[src/rtl/hash_byte_sequencer.sv]
// hash_byte_sequencer: control FSM for the byte-serial S-box hash core.
// Accepts message bytes on a valid/ready handshake and issues ROUNDS round strobes per byte.
// It keeps the byte counter and issues the finalisation strobe with that count after the last byte.
// It then registers the digest and pulses hash_ready.
// Ports: clk, rst_n (async active-low); msg_valid/msg_byte/msg_last/msg_ready upstream;
//   core_init/core_byte/core_round/core_round_idx/core_final/core_count/core_digest core side;
//   digest_out, hash_ready, busy status.
// Optional: define HASH_SEQ_ABORT_EN to add the abort input.
module hash_byte_sequencer #(
  parameter int unsigned ROUNDS = 4,
  parameter int unsigned CNT_W  = 64
) (
  input  logic             clk,
  input  logic             rst_n,
`ifdef HASH_SEQ_ABORT_EN
  input  logic             abort,
`endif
  input  logic             msg_valid,
  input  logic [7:0]       msg_byte,
  input  logic             msg_last,
  output logic             msg_ready,
  output logic             core_init,
  output logic [7:0]       core_byte,
  output logic             core_round,
  output logic [3:0]       core_round_idx,
  output logic             core_final,
  output logic [CNT_W-1:0] core_count,
  input  logic [31:0]      core_digest,
  output logic [31:0]      digest_out,
  output logic             hash_ready,
  output logic             busy
);

  typedef enum logic [1:0] {
    IDLE,
    ROUND,
    FINAL,
    DONE
  } state_e;

  localparam logic [3:0] LAST_IDX = 4'(ROUNDS - 1);

  state_e           state_q, state_d;
  logic [7:0]       byte_q, byte_d;
  logic [CNT_W-1:0] cnt_q, cnt_d;
  logic [3:0]       idx_q, idx_d;
  logic             last_q, last_d;
  logic             first_q, first_d;
  logic [31:0]      dig_q, dig_d;
  logic             accept;

`ifdef HASH_SEQ_ABORT_EN
  // abort wins over a same-cycle accept
  assign msg_ready = (state_q == IDLE) && !abort;
`else
  assign msg_ready = (state_q == IDLE);
`endif

  assign accept = msg_valid && msg_ready;

  // IV load happens in the accept cycle itself
  assign core_init = accept && first_q;

  assign core_byte      = byte_q;
  assign core_round     = (state_q == ROUND);
  assign core_round_idx = idx_q;
  assign core_final     = (state_q == FINAL);
  assign core_count     = cnt_q;
  assign digest_out     = dig_q;
  assign hash_ready     = (state_q == DONE);
  assign busy           = (state_q != IDLE);

  always_comb begin
    state_d = state_q;
    byte_d  = byte_q;
    cnt_d   = cnt_q;
    idx_d   = idx_q;
    last_d  = last_q;
    first_d = first_q;
    dig_d   = dig_q;
    unique case (state_q)
      IDLE: begin
        if (accept) begin
          byte_d  = msg_byte;
          cnt_d   = cnt_q + CNT_W'(1);
          last_d  = msg_last;
          idx_d   = 4'd0;
          first_d = 1'b0;
          state_d = ROUND;
        end
      end
      ROUND: begin
        if (idx_q == LAST_IDX) begin
          state_d = last_q ? FINAL : IDLE;
        end else begin
          idx_d = idx_q + 4'd1;
        end
      end
      FINAL: begin
        dig_d   = core_digest;
        state_d = DONE;
      end
      DONE: begin
        cnt_d   = '0;
        first_d = 1'b1;
        last_d  = 1'b0;
        state_d = IDLE;
      end
      default: state_d = IDLE;
    endcase
`ifdef HASH_SEQ_ABORT_EN
    if (abort) begin
      state_d = IDLE;
      cnt_d   = '0;
      idx_d   = 4'd0;
      last_d  = 1'b0;
      first_d = 1'b1;
      dig_d   = dig_q;
      byte_d  = byte_q;
    end
`endif
  end

  always_ff @(posedge clk or negedge rst_n) begin
    if (!rst_n) begin
      state_q <= IDLE;
      byte_q  <= 8'd0;
      cnt_q   <= '0;
      idx_q   <= 4'd0;
      last_q  <= 1'b0;
      first_q <= 1'b1;
      dig_q   <= 32'd0;
    end else begin
      state_q <= state_d;
      byte_q  <= byte_d;
      cnt_q   <= cnt_d;
      idx_q   <= idx_d;
      last_q  <= last_d;
      first_q <= first_d;
      dig_q   <= dig_d;
    end
  end

endmodule

[config.mk]
export PLATFORM = sky130hd
export DESIGN_NAME = hash_byte_sequencer
export DESIGN_NICKNAME = d
export VERILOG_FILES = /design/src/rtl/hash_byte_sequencer.sv
export SDC_FILE = /design/constraint.sdc
export NUM_CORES = 1
export LEC_CHECK = 0
export ABC_AREA = 1
export BUFFER_PORTS_ARGS = -buffer_cell sky130_fd_sc_hd__buf_2
export CORE_MARGIN = 1
export CORE_UTILIZATION = 45
export CTS_BUF_LIST = sky130_fd_sc_hd__clkbuf_16
export DETAILED_ROUTE_END_ITERATION = 7
export GPL_ROUTABILITY_DRIVEN = 0
export PLACE_DENSITY_LB_ADDON = 0.2
export SLEW_MARGIN = 20
export SYNTH_ARGS = -nofsm -noshare
export SYNTH_HDL_FRONTEND = slang
export SYNTH_SLANG_ARGS = --single-unit
[constraint.sdc]
create_clock -name clk -period 4.8 [get_ports clk]
set_input_delay 1.44 -clock clk [delete_from_list [all_inputs] [get_ports clk]]
set_output_delay 1.44 -clock clk [all_outputs]
set_load 0.01 [all_outputs]
==> out/metrics.csv <==
stage,metric,value,unit
sta,drv_slew,0,
layout,area_growth,21.45,%
sta,finalCritPeriodShare,0.7265,
clock_network,cts.hold.buffers_added,0,
routing,routedWlPerCell,13.91,microns
routing,dr.pass1.iters,6,
place,port_buffers,157,
sta,setup_viol,0,
floorplanning,die_h,117.0,microns
power_and_ir_drop,p_per_area,487.4,nW/um^2
min_path,hp-class,reg -> reg,
run_status,status,"complete, no violations",
power_and_ir_drop,p_total,3522,uW
critical_path,max_stage_delay,0.27,ns
sta,clock_skew,0.007590,ns
grt,grt_pass1_vias,5425,
clock_network,cts_sinks,112,
logic_synthesis,synth_warnings,0,
sta,hold_viol_final,0,
clock_network,numCtsBuffers,9,
critical_path,criticalPathCategory,in -> out,
grt,antenna_found_initial,0,
critical_path,worstPathCellList,"buf_2, nand2_4, nor2_1, buf_2",
sta,timing.setup.tns,0,ns
place,dp_hpwl,12280,microns
floorplanning,core_region_area,12770,sq um
critical_path,arrival,2.05,ns
logic_synthesis,synth_xor_area_frac,0,
critical_path,crit_path_end_kind,primary output,
critical_path,cp_common_cell,buf_2,
floorplanning,rows,41,
routing,remaining_drc_errors,0,
critical_path,cp_max_fo,22,
clock_network,clockBufferDepth,2,
grt,grt_overflow,0,
power_and_ir_drop,ir_worst_vdd,0.3024,mV
logic_synthesis,synthCells,846,
routing,drt_iter0_drc,457,
logic_synthesis,syn_area,5951,sq um
run,drv_cap,0,
sta,min_period,3.487,ns
grt,grt_pass1_wl,26800,microns
routing,viasPerCell,5.037,
logic_synthesis,synthMuxAreaShare,0.003364,
floorplanning,die_w,117.0,microns
routing,drtAntennaViolNets,0,
clock_network,post_cts_resized,0,
layout,final_net_count,1047,
logic_synthesis,synth_top_family_by_area,simple AND/OR/NAND/NOR gates,
grt,grt_use_total,0.2574,
clock_network,cts.htree.levels,3,
clock_network,clk_latency,0.35,ns
sta,max_slew_margin,0.4376,
critical_path,cp_slowest_cell,nand2_4,
sta,worst_pin_slew,0.8437,ns
clock_network,cts-root-buf,clkbuf_16,
logic_synthesis,synth-simple-area-share,0.4079,
floorplanning,start_util,0.4659,
clock_network,cts_setup_buffers,0,
critical_path,setup.worst_path.start_class,input port,
power_and_ir_drop,power_leakage,0.003625,uW
layout,drive_gt1_frac,0.2018,
logic_synthesis,post_synth_num_cell_types,34,
layout,antenna_cells,0,
critical_path,cp.required,3.36,ns
logic_synthesis,synth_fa_ha_area_frac,0.004205,
layout,nFillCells,1293,
logic_synthesis,ys_seq_area_frac,0.4712,
logic_synthesis,synth.avg_cell_area,7.034,sq um
routing,routed_wl,16380,microns
logic_synthesis,synth_compound_area_frac,0.05509,
sta,rsz0062_at_grt,no,
routing,vias,5934,
clock_network,cts_tree,built,
floorplanning,pin_count,158,
clock_network,path_clk_slew,0.07,ns
sta,clock.fmax,286.8,MHz
grt,grt_max_degree,69,
logic_synthesis,syn_nets,892,
logic_synthesis,synth-seq-cells,112,
floorplanning,die_area,13690,sq um
-- cell families after synthesis --
| logic type | Yosys count |
|---|---|
| fa+ha+maj | 2 |
| simple gates | 581 |
| buf+inv | 88 |
| flops | 112 |
| mux | 2 |
| compound gates | 61 |
-- power by group --
| group | internal, uW | switching (uW) |
|---|---|---|
| sequential | 1260 | 290 |
| combinational | 460 | 711 |
| clock | 454 | 348 |
| total | 2170 | 1350 |
-- registers in the layout, summed over array words and instances (netlist names), named ones only --
register        count
core_byte           8
core_count         64
core_round_idx      4
digest_out         32
first_q             1
last_q              1
state_q             1
-- cell usage after synthesis --
| cell | instances | area share |
|---|---|---|
| o21bai_1 | 1 | 0.0013 |
| nor2_1 | 133 | 0.084 |
| nor3_1 | 8 | 0.0067 |
| o31ai_1 | 1 | 0.0013 |
| inv_4 | 1 | 0.0011 |
| and2_1 | 3 | 0.0032 |
| nand4_1 | 12 | 0.013 |
| or2_0 | 1 | 0.0011 |
| inv_1 | 68 | 0.043 |
| buf_6 | 1 | 0.0019 |
| clkbuf_1 | 10 | 0.0063 |
| nor2_2 | 8 | 0.0084 |
| nand3_2 | 2 | 0.0034 |
| nand2_2 | 4 | 0.0042 |
| nand2_4 | 1 | 0.0019 |
| o2bb2ai_1 | 1 | 0.0015 |
| mux2i_1 | 2 | 0.0034 |
| nor3b_1 | 2 | 0.0025 |
| inv_2 | 1 | 0.00063 |
| nor3_2 | 1 | 0.0017 |
| buf_2 | 5 | 0.0042 |
| ha_1 | 2 | 0.0042 |
| dfstp_2 | 1 | 0.0044 |
| o21ai_1 | 4 | 0.0034 |
| a221oi_1 | 1 | 0.0015 |
| nor2_4 | 7 | 0.013 |
| nand3_1 | 64 | 0.054 |
| dfrtp_1 | 111 | 0.47 |
| o21ai_0 | 34 | 0.029 |
| nand2_1 | 335 | 0.21 |
| a21oi_1 | 16 | 0.013 |
| o211ai_1 | 1 | 0.0013 |
| buf_1 | 2 | 0.0013 |
| a22o_1 | 2 | 0.0029 |
-- critical path: cells and delay by family --
| family | cells | cell delay (ns) |
|---|---|---|
| and+or+nand+nor | 2 | 0.33 |
| buffers and inverters | 2 | 0.26 |
-- cell type report --
cell class,instances,area (sq um),share of cell area
sequential,112,2804,0.3880
multi-input combinational,646,2803,0.3878
timing repair buffer,162,825.8,0.1143
inverter,70,265.3,0.03670
clock buffer,9,225.2,0.03116
tap,172,215.2,0.02978
clock inverter,7,88.84,0.01229
-- per-layer routing --
metal	up-vias	global-route usage	part of all wire
li1	2969	-	-
met1	2745	0.3532	0.47
met2	197	0.4016	0.45
met3	23	0.05819	0.060
met4	0	0.09030	0.019
met5	-	0	0
-- through the flow --
step | util | setup slack, ns | area [sq um] | std cells | hold slack (ns)
4_1_cts | 0.5658 | 1.309 | 7227 | 1178 | 0.4805
3_3_place_gp | 0.5412 | 1.300 | 6913 | 1162 | 0.4578
5_1_grt | 0.5658 | 1.269 | 7227 | 1178 | 0.4940
6_report | 0.5658 | 1.313 | 7227 | 1178 | 0.4766
2_1_floorplan | - | 1.369 | 5951 | 846 | 0.4662
3_5_place_dp | 0.5412 | 1.309 | 6913 | 1162 | 0.4615
-- worst paths after layout --
kind                         startpoint              to  slack (ns)  cells after the start
setup / recovery              msg_valid       core_init        1.31                      4
hold / removal             core_byte[5]    core_byte[5]        0.48                      2
setup reg to reg               register  core_count[36]        2.64                      9
hold reg to reg            core_byte[5]    core_byte[5]        0.48                      2
max in group asynchronous         rst_n   digest_out[4]        2.78                      2
min in group asynchronous         rst_n  core_count[17]        1.17                      1
-- layout by cell type, fill, tap and decap left out, drive strengths merged, types with 2 or more instances in the layout --
master    n
nand2   340
buf     162
nor2    148
dfrtp   111
inv      72
nand3    66
o21ai    38
a21oi    16
nand4    12
clkbuf    9
nor3      9
and2      3
mux2i     2
a22o      2
nor3b     2
ha        2
bufinv    2
clkinv    2
Note: power is estimated with default switching activity, not from simulation.
